### src/rtl/mem_port_arbiter_if.sv
// Requester and memory-side signals of the shared memory port arbiter.
// master = requesters plus memory model, slave = the arbiter itself.
interface mem_port_arbiter_if #(
    parameter int NUM_REQ = 2,
    parameter int ADDR_W  = 15,
    parameter int DATA_W  = 64
);
    logic [NUM_REQ-1:0]        req;
    logic [NUM_REQ-1:0]        we;
    logic [NUM_REQ*ADDR_W-1:0] addr;
    logic [NUM_REQ*DATA_W-1:0] wdata;
    logic [NUM_REQ-1:0]        gnt;
    logic [NUM_REQ-1:0]        done;
    logic [DATA_W-1:0]         rdata;
    logic                      busy;
    logic                      mem_en;
    logic                      mem_we;
    logic [ADDR_W-1:0]         mem_addr;
    logic [DATA_W-1:0]         mem_wdata;
    logic [DATA_W-1:0]         mem_rdata;

    modport master (
        output req, we, addr, wdata, mem_rdata,
        input  gnt, done, rdata, busy, mem_en, mem_we, mem_addr, mem_wdata
    );

    modport slave (
        input  req, we, addr, wdata, mem_rdata,
        output gnt, done, rdata, busy, mem_en, mem_we, mem_addr, mem_wdata
    );
endinterface

### src/rtl/mem_port_arbiter.sv
// Round-robin sequencer sharing one single-ported memory between NUM_REQ requesters.
// One access in flight at a time: IDLE -> ISSUE -> WAIT -> DONE; all outputs registered.
module mem_port_arbiter #(
    parameter int NUM_REQ     = 2,
    parameter int ADDR_W      = 15,
    parameter int DATA_W      = 64,
    parameter int MEM_LATENCY = 1
) (
    input  logic                clk,
    input  logic                rst,
    mem_port_arbiter_if.slave   bus
);
    localparam int IDX_W = (NUM_REQ > 1) ? $clog2(NUM_REQ) : 1;
    localparam int CNT_W = (MEM_LATENCY > 1) ? $clog2(MEM_LATENCY) : 1;

    typedef enum logic [1:0] {IDLE, ISSUE, WAIT, DONE} state_t;

    state_t              state_reg, state_next;
    logic [IDX_W-1:0]    win_reg, win_next;
    logic [IDX_W-1:0]    rr_reg, rr_next;
    logic [CNT_W-1:0]    cnt_reg, cnt_next;
    logic                we_lat_reg, we_lat_next;
    logic [NUM_REQ-1:0]  gnt_reg, gnt_next;
    logic [NUM_REQ-1:0]  done_reg, done_next;
    logic [DATA_W-1:0]   rdata_reg, rdata_next;
    logic                mem_en_reg, mem_en_next;
    logic                mem_we_reg, mem_we_next;
    logic [ADDR_W-1:0]   mem_addr_reg, mem_addr_next;
    logic [DATA_W-1:0]   mem_wdata_reg, mem_wdata_next;

    logic [ADDR_W-1:0]   addr_arr  [NUM_REQ];
    logic [DATA_W-1:0]   wdata_arr [NUM_REQ];

    generate
        for (genvar gi = 0; gi < NUM_REQ; gi++) begin : g_unpack
            assign addr_arr[gi]  = bus.addr[gi*ADDR_W +: ADDR_W];
            assign wdata_arr[gi] = bus.wdata[gi*DATA_W +: DATA_W];
        end
    endgenerate

    // Winner search: first active request at or above the RR pointer, wrapping.
    logic              scan_found;
    logic [IDX_W-1:0]  scan_idx;
    logic [IDX_W:0]    pos_sum;
    logic [IDX_W-1:0]  pos;

    always_comb begin
        scan_found = 1'b0;
        scan_idx   = rr_reg;
        pos_sum    = '0;
        pos        = '0;
        for (int k = 0; k < NUM_REQ; k++) begin
            pos_sum = {1'b0, rr_reg} + (IDX_W+1)'(k);
            if (pos_sum >= (IDX_W+1)'(NUM_REQ)) begin
                pos_sum = pos_sum - (IDX_W+1)'(NUM_REQ);
            end
            pos = pos_sum[IDX_W-1:0];
            if (!scan_found && bus.req[pos]) begin
                scan_found = 1'b1;
                scan_idx   = pos;
            end
        end
    end

    always_comb begin
        state_next     = state_reg;
        win_next       = win_reg;
        rr_next        = rr_reg;
        cnt_next       = cnt_reg;
        we_lat_next    = we_lat_reg;
        gnt_next       = '0;
        done_next      = '0;
        rdata_next     = rdata_reg;
        mem_en_next    = 1'b0;
        mem_we_next    = 1'b0;
        mem_addr_next  = mem_addr_reg;
        mem_wdata_next = mem_wdata_reg;
        case (state_reg)
            IDLE: begin
                // Port values are loaded here so they are visible during ISSUE.
                if (scan_found) begin
                    state_next     = ISSUE;
                    win_next       = scan_idx;
                    we_lat_next    = bus.we[scan_idx];
                    gnt_next       = NUM_REQ'(1) << scan_idx;
                    mem_en_next    = 1'b1;
                    mem_we_next    = bus.we[scan_idx];
                    mem_addr_next  = addr_arr[scan_idx];
                    mem_wdata_next = wdata_arr[scan_idx];
                end
            end
            ISSUE: begin
                state_next = WAIT;
                cnt_next   = CNT_W'(MEM_LATENCY - 1);
                rr_next    = (win_reg == IDX_W'(NUM_REQ - 1)) ? '0 : win_reg + 1'b1;
            end
            WAIT: begin
                if (cnt_reg == '0) begin
                    if (!we_lat_reg) begin
                        rdata_next = bus.mem_rdata;
                    end
                    done_next  = NUM_REQ'(1) << win_reg;
                    state_next = DONE;
                end else begin
                    cnt_next = cnt_reg - 1'b1;
                end
            end
            DONE: begin
                state_next = IDLE;
            end
            default: begin
                state_next = IDLE;
            end
        endcase
    end

    always_ff @(posedge clk) begin
        if (rst) begin
            state_reg     <= IDLE;
            win_reg       <= '0;
            rr_reg        <= '0;
            cnt_reg       <= '0;
            we_lat_reg    <= 1'b0;
            gnt_reg       <= '0;
            done_reg      <= '0;
            rdata_reg     <= '0;
            mem_en_reg    <= 1'b0;
            mem_we_reg    <= 1'b0;
            mem_addr_reg  <= '0;
            mem_wdata_reg <= '0;
        end else begin
            state_reg     <= state_next;
            win_reg       <= win_next;
            rr_reg        <= rr_next;
            cnt_reg       <= cnt_next;
            we_lat_reg    <= we_lat_next;
            gnt_reg       <= gnt_next;
            done_reg      <= done_next;
            rdata_reg     <= rdata_next;
            mem_en_reg    <= mem_en_next;
            mem_we_reg    <= mem_we_next;
            mem_addr_reg  <= mem_addr_next;
            mem_wdata_reg <= mem_wdata_next;
        end
    end

    assign bus.gnt       = gnt_reg;
    assign bus.done      = done_reg;
    assign bus.rdata     = rdata_reg;
    assign bus.busy      = (state_reg != IDLE);
    assign bus.mem_en    = mem_en_reg;
    assign bus.mem_we    = mem_we_reg;
    assign bus.mem_addr  = mem_addr_reg;
    assign bus.mem_wdata = mem_wdata_reg;
endmodule

### src/flat_wrapper.sv
// flat-port wrapper written by rule: the top's interface ports become plain ports
module mem_port_arbiter_flat 
#(
    parameter int NUM_REQ     = 2,
    parameter int ADDR_W      = 15,
    parameter int DATA_W      = 64,
    parameter int MEM_LATENCY = 1
)
  (clk, rst, bus_req, bus_we, bus_addr, bus_wdata, bus_mem_rdata, bus_gnt, bus_done, bus_rdata, bus_busy, bus_mem_en, bus_mem_we, bus_mem_addr, bus_mem_wdata);
  mem_port_arbiter_if #(.NUM_REQ(NUM_REQ), .ADDR_W(ADDR_W), .DATA_W(DATA_W)) bus_i ();
  input  logic clk;
  input  logic rst;
  input wire logic [$bits(bus_i.req)-1:0] bus_req;
  input wire logic [$bits(bus_i.we)-1:0] bus_we;
  input wire logic [$bits(bus_i.addr)-1:0] bus_addr;
  input wire logic [$bits(bus_i.wdata)-1:0] bus_wdata;
  input wire logic [$bits(bus_i.mem_rdata)-1:0] bus_mem_rdata;
  output wire logic [$bits(bus_i.gnt)-1:0] bus_gnt;
  output wire logic [$bits(bus_i.done)-1:0] bus_done;
  output wire logic [$bits(bus_i.rdata)-1:0] bus_rdata;
  output wire logic [$bits(bus_i.busy)-1:0] bus_busy;
  output wire logic [$bits(bus_i.mem_en)-1:0] bus_mem_en;
  output wire logic [$bits(bus_i.mem_we)-1:0] bus_mem_we;
  output wire logic [$bits(bus_i.mem_addr)-1:0] bus_mem_addr;
  output wire logic [$bits(bus_i.mem_wdata)-1:0] bus_mem_wdata;
  assign bus_i.req = bus_req;
  assign bus_i.we = bus_we;
  assign bus_i.addr = bus_addr;
  assign bus_i.wdata = bus_wdata;
  assign bus_i.mem_rdata = bus_mem_rdata;
  assign bus_gnt = bus_i.gnt;
  assign bus_done = bus_i.done;
  assign bus_rdata = bus_i.rdata;
  assign bus_busy = bus_i.busy;
  assign bus_mem_en = bus_i.mem_en;
  assign bus_mem_we = bus_i.mem_we;
  assign bus_mem_addr = bus_i.mem_addr;
  assign bus_mem_wdata = bus_i.mem_wdata;
  mem_port_arbiter #(.NUM_REQ(NUM_REQ), .ADDR_W(ADDR_W), .DATA_W(DATA_W), .MEM_LATENCY(MEM_LATENCY)) u_core (.clk(clk), .rst(rst), .bus(bus_i));
endmodule
### config.mk
export PLATFORM = sky130hd
export DESIGN_NAME = mem_port_arbiter_flat
export DESIGN_NICKNAME = d
export VERILOG_FILES = /design/src/rtl/mem_port_arbiter_if.sv /design/src/rtl/mem_port_arbiter.sv /design/src/flat_wrapper.sv
export SDC_FILE = /design/constraint.sdc
export NUM_CORES = 1
export LEC_CHECK = 0
export ABC_AREA = 1
export BUFFER_PORTS_ARGS = -buffer_cell sky130_fd_sc_hd__buf_2
export CAP_MARGIN = 10
export CORE_AREA = 2 2 145 147
export CTS_BUF_LIST = sky130_fd_sc_hd__clkbuf_16
export DETAILED_ROUTE_END_ITERATION = 8
export DIE_AREA = 0 0 147 149
export PLACE_DENSITY = 0.7
export SLEW_MARGIN = 20
export SYNTH_ARGS = -nofsm -noshare
export SYNTH_HDL_FRONTEND = slang
export SYNTH_SLANG_ARGS = --single-unit
### constraint.sdc
create_clock -name clk -period 3.67 [get_ports clk]
set_input_delay 0.5505 -clock clk [delete_from_list [all_inputs] [get_ports clk]]
set_output_delay 0.5505 -clock clk [all_outputs]
set_load 0.005 [all_outputs]
# Word level (Yosys, flattened, before mapping)
# Index checks and enable logic that the tools add are counted.
[totals] ff_bits=155 latchBits=0 mem_bits_rw=0 rom_bits=0 inputBits=228 out_inout_bits=150 mem_count=0
[classes] n_addsub=5 multipliers=0 n_div=0 magnitude_cmp=6 eq_ne=5 shift=2 muxes=25 bitwise_logic=6 reduce_logical=11
[ops] cell="$mux 64" n=3
[ops] cell="$mux 15" n=3
[ops] cell="$mux 1" n=15
[ops] cell="$pmux 2 s4" n=1
[ops] cell="$lt 1x2->1 const B" n=3
[ops] cell="$reduce_or 3->1" n=2
[ops] cell="$not 1->1" n=5
[ops] cell="$eq 2x2->1 const B" n=2
[ops] cell="$ge 2x2->1 const B" n=2
[ops] cell="$mux 2" n=2
[ops] cell="$reduce_and 2->1" n=2
[ops] cell="$reduce_bool 2->1" n=2
[ops] cell="$shl 1x1->2 const A" n=2
[ops] cell="$reduce_and 3->1" n=1
[ops] cell="$sub 1x1->1 const B" n=3
[ops] cell="$add 1x1->2 const B" n=1
[ops] cell="$eq 2x1->1 const B" n=1
[ops] cell="$ge 1x2->1 const B" n=1
[ops] cell="$logic_not 2->1" n=1
[ops] cell="$ne 2x1->1 const B" n=1
[ops] cell="$ne 2x2->1 const B" n=1
[ops] cell="$not 1->2" n=1
[ops] cell="$pmux 1 s2" n=1
[ops] cell="$reduce_or 2->1" n=1
[ops] cell="other kinds (3)" n=3

# Longest topological paths before layout
[depth] depth_word=12 mapped_depth=9 ltp_nobuf=8

# Worst setup path before layout
# No wires, ideal clock.
[synth_timing] path_kind="in2reg" startpoint="input bus_req[1]" endpoint="register u_core.mem_addr_reg[0], in the netlist u_core.bus.mem_addr[0]" setup_time_ns=0.117 arrival_time_ns=1.301 required_time_ns=3.553 path_slack_ns=2.251 stages=8 path_buffers=2 path_cell_list="inv_1 > nand2_1 > nand2_2 > nand2_4 > buf_6 > buf_2 > a21boi_0 > nor2_1"
[synth_via] elab_chain_cells=10 elab_cells_between_ends=15 cone_classes="11 x mux; 1 x bitwise; 3 x reduce/logical"
[synth_rtl] item="start, declared" line="flat_wrapper.sv:13" text="input wire logic [$bits(bus_i.req)-1:0] bus_req;"
[synth_rtl] item="$mux 1 (implied by the code) (2 in a row)" line="mem_port_arbiter.sv:58" text="if (!scan_found && bus.req[pos]) begin"
[synth_rtl] item="$mux 1" line="mem_port_arbiter.sv:58"
[synth_rtl] item="$logic_not 1->1" line="mem_port_arbiter.sv:58"
[synth_rtl] item="$logic_and 1x1->1" line="mem_port_arbiter.sv:58"
[synth_rtl] item="$mux 1" line="mem_port_arbiter.sv:58"
[synth_rtl] item="$not 1->2 (implied by the code)" line="mem_port_arbiter.sv:88" text="mem_addr_next = addr_arr[scan_idx];"
[synth_rtl] item="$mux 15 (implied by the code) (3 in a row)" line="mem_port_arbiter.sv:88"
[synth_rtl] item="end signal, assigned" line="mem_port_arbiter.sv:142" text="mem_addr_reg <= mem_addr_next;"
[synth_rtl] item="end, declared" line="mem_port_arbiter.sv:28" text="logic [ADDR_W-1:0] mem_addr_reg, mem_addr_next;"
# Parallel ways exist; a longest one is shown, timed or not. The select of a mux whose other input is x is not followed.
# A chain may end at the register's enable or synchronous reset.

# Worst setup path in the final report
[layout_timing] startpoint="register u_core.state_reg[0]" endpoint="register u_core.rdata_reg[47], in the netlist u_core.bus.rdata[47]"
[layout_via] elab_chain_cells=2
[layout_rtl] item="start, declared" line="mem_port_arbiter.sv:18" text="state_t state_reg, state_next;"
[layout_rtl] item="start signal, assigned" line="mem_port_arbiter.sv:132" text="state_reg <= state_next;"
[layout_rtl] item="$eq 2x2->1" line="mem_port_arbiter.sv:78" text="case (state_reg)"
[layout_rtl] item="$reduce_and 3->1 (no source line)"
[layout_rtl] item="end signal, assigned" line="mem_port_arbiter.sv:139" text="rdata_reg <= rdata_next;"
[layout_rtl] item="end, declared" line="mem_port_arbiter.sv:25" text="logic [DATA_W-1:0] rdata_reg, rdata_next;"
# No other way between the ends.

==> impl_metrics.py <==
metrics = {
    "timing": {
        "clock_skew_ns": 0.01148,
        "final-setup-viol-count": 0,
        "period_needed_ns": 1.964,
        "relSlewSlack_pct": 38.86,
        "tightest_slew_ns": 0.9170,
        "grt_setup_unrepaired": "no",
        "timing.fmax_mhz": 509.2,
        "setup_tns_ns": 0,
        "worst_slack_ns": 1.706,
        "finalCritPeriodShare_pct": 53.51,
        "finalHoldViolCount": 0,
        "slew_viol_final": 0,
    },
    "worst_setup_path": {
        "start_kind": "register",
        "r2r-start": "u_core.state_reg[0]",
        "r2r_setup_slack_ns": 1.71,
        "crit_chain": "inv_1, ha_1, inv_1, nor2_4, clkinv_2, nor2_1, nor2_1",
        "cp.arrival_ns": 2.27,
        "regToRegEndpoint": "u_core.bus.rdata[47]",
        "required_ns": 3.98,
        "endpoint_kind": "register",
        "path_class": "register to register",
        "slowest_stage": "clkinv_2",
        "reg2reg_depth": 7,
        "path_max_fanout": 64,
        "max_stage_delay_ns": 0.62,
    },
    "layout": {
        "area_delta_synth_final_pct": 35.10,
        "multiInputGateArea_um2": 3503,
        "antenna_cells": 0,
        "layout_commonest_cell": "buf_2",
        "final_nets": 1669,
        "layout_common_cells": "377 x buf_2, 372 x nor2_1, 171 x nand2_1",
        "post-route-util_pct": 48.03,
        "fillerInstances": 2096,
        "register_area_um2": 3083,
        "drive_gt1_share_pct": 29.77,
    },
    "clocking": {
        "post_cts_resized": 0,
        "clk_latency_ns": 0.42,
        "cts_buffer_depth": 2,
        "postCtsHoldBufs": 0,
        "root_buffer": "clkbuf_16",
        "cts_tree": "built",
        "clkSlewWorstSetupHoldPaths_ns": 0.07,
        "h-tree-depth": 4,
        "cts_sinks": 154,
        "post_cts_buffers": 0,
        "cts_made_buffers": 17,
    },
    "power": {
        "p_total_mw": 7.315,
        "ir_drop_v": 0.0003694,
        "p_comb_share_pct": 40.3,
        "clkPwrFrac_pct": 23.8,
        "p_leak_nw": 5.549,
        "p_per_area_nw_per_um2": 740.9,
        "p_seq_share_pct": 35.9,
        "swShare_pct": 38.90,
        "intPower_mw": 4.470,
        "p_sw_mw": 2.845,
    },
    "grt": {
        "grt_usage_pct": 19.45,
        "antenna_found_initial": 0,
        "gr-total-overflow": 0,
        "grt_pass1_vias": 7360,
        "grt_max_degree": 86,
        "grt_pass1_wl_mm": 35.10,
    },
    "floorplanning": {
        "rows": 53,
        "die_y_um": 149,
        "die_w_um": 147,
        "ios": 378,
        "die_area_um2": 21900,
        "core_area_um2": 20560,
        "initial_core_util_pct": 35.55,
    },
    "detailed_routing": {
        "firstDrtPassIters": 6,
        "routedWlPerCell_um": 12.91,
        "routed-wl-met2_mm": 10.36,
        "drt-initial-drc-count": 419,
        "vias": 7947,
        "vias_per_cell": 4.604,
        "ant_nets": 0,
        "wl_met1_mm": 9.676,
        "drcViolationCount": 0,
        "top_layer": "met4",
        "routed_wl_mm": 22.28,
        "route.met3.wl_mm": 1.755,
    },
    "synthesis": {
        "syn_inst": 1113,
        "synth_area_leaders": "dfxtp_1 42%, nor2_1 19%, nand2_1 8.8%",
        "ys_async_sr_fraction_pct": 0,
        "synth-seq-area-share_pct": 42.18,
        "syn_area_um2": 7308,
        "synth_cell_types": 21,
        "synth_top_area_share_pct": 42.18,
        "yosysTopAreaCell": "dfxtp_1",
        "syn-num-nets": 1344,
        "synth_warnings": 0,
        "synth_seq_cells": 154,
        "avgSynthCellArea_um2": 6.566,
        "synth_ff_type": "dfxtp_1",
        "synth_edf_count": 0,
    },
    "hold_path": {
        "hp-class": "input port to register",
        "min_path_cells": 3,
        "min_to": "u_core.bus.rdata[44]",
        "min_from": "bus_mem_rdata[44]",
    },
    "run": {
        "drv_cap": 0,
    },
    "placed_design": {
        "numPortBuffers": 377,
        "hpwl_mm": 15.36,
        "globalplace.congestion": 0.8570,
        "post-place-ws_ns": 1.486,
    },
    "run_status": {
        "status": "finished clean",
    },
}
[routing by layer]
| metal | up-vias | global-route usage, % |
|---|---|---|
| li1 | 4081 | - |
| met1 | 3538 | 24.22 |
| met2 | 296 | 32.54 |
| met3 | 32 | 5.291 |
| met4 | 0 | 6.971 |
| met5 | - | 0 |
[cell families (layout without fill, tap and decap cells)]
| kind of cell | Yosys count | in the layout | share of synthesized area, % |
|---|---|---|---|
| simple gates | 634 | 634 | 34.45 |
| compound gates | 147 | 147 | 12.77 |
| flops | 154 | 154 | 42.18 |
| buf+inv | 175 | 513 | 10.08 |
| fa+ha+maj | 3 | 3 | 0.5137 |
[per-stage QoR]
stage | cells | hold slack (ns) | area (um2)
6_report | 1726 | 0.3445 | 9873
3_3_place_gp | 1694 | 0.4687 | 9294
3_5_place_dp | 1694 | 0.4640 | 9294
4_1_cts | 1726 | 0.3246 | 9872
2_1_floorplan | 1113 | 0.4262 | 7308
5_1_grt | 1726 | 0.3377 | 9873
[final cells by class]
type | count | share of cell area [%]
timing repair buffer | 386 | 20.30
multi-input combinational | 784 | 35.48
inverter | 95 | 3.650
tap | 275 | 3.485
clock inverter | 15 | 1.546
sequential | 154 | 31.23
clock buffer | 17 | 4.309
[critical path, delay by kind of cell (launching register included)]
family	cells	cell delay [ns]
buffers and inverters	3	0.79
and+or+nand+nor	3	0.50
DFF	1	0.32
adders and majority gates	1	0.20
[worst max path at each step]
stage | from | end | slack (ns) | depth (start not counted)
2_1_floorplan | bus_req[1] | u_core.bus.mem_addr[0] | 2.25 | 8
4_1_cts | u_core.rr_reg | u_core.bus.mem_wdata[56] | 1.71 | 8
5_1_grt | u_core.state_reg[0] | u_core.bus.rdata[16] | 1.44 | 7
3_5_place_dp | bus_req[1] | u_core.bus.mem_wdata[56] | 1.49 | 9
6_report | u_core.state_reg[0] | u_core.bus.rdata[47] | 1.71 | 7
3_3_place_gp | bus_req[1] | u_core.bus.mem_wdata[53] | 1.53 | 9
[Yosys cell counts (5+ instances only)]
master	count
nand2_1	171
clkbuf_1	36
buf_2	24
nand2_2	5
inv_1	90
nand3_1	82
buf_4	7
a21boi_1	17
o21ai_0	66
inv_2	5
a21boi_0	62
buf_1	9
dfxtp_1	154
nor2_1	373
[power groups by stage]
stage,Clock (mW),Sequential (mW),Combinational [mW]
floorplan,0,2.68,1.79
global placement,0,2.64,2.92
detailed placement,0,2.64,2.97
CTS,1.79,2.62,2.98
global route,1.87,2.69,3.35
finish,1.74,2.62,2.95
No activity file was read; power rests on OpenSTA's default activity.
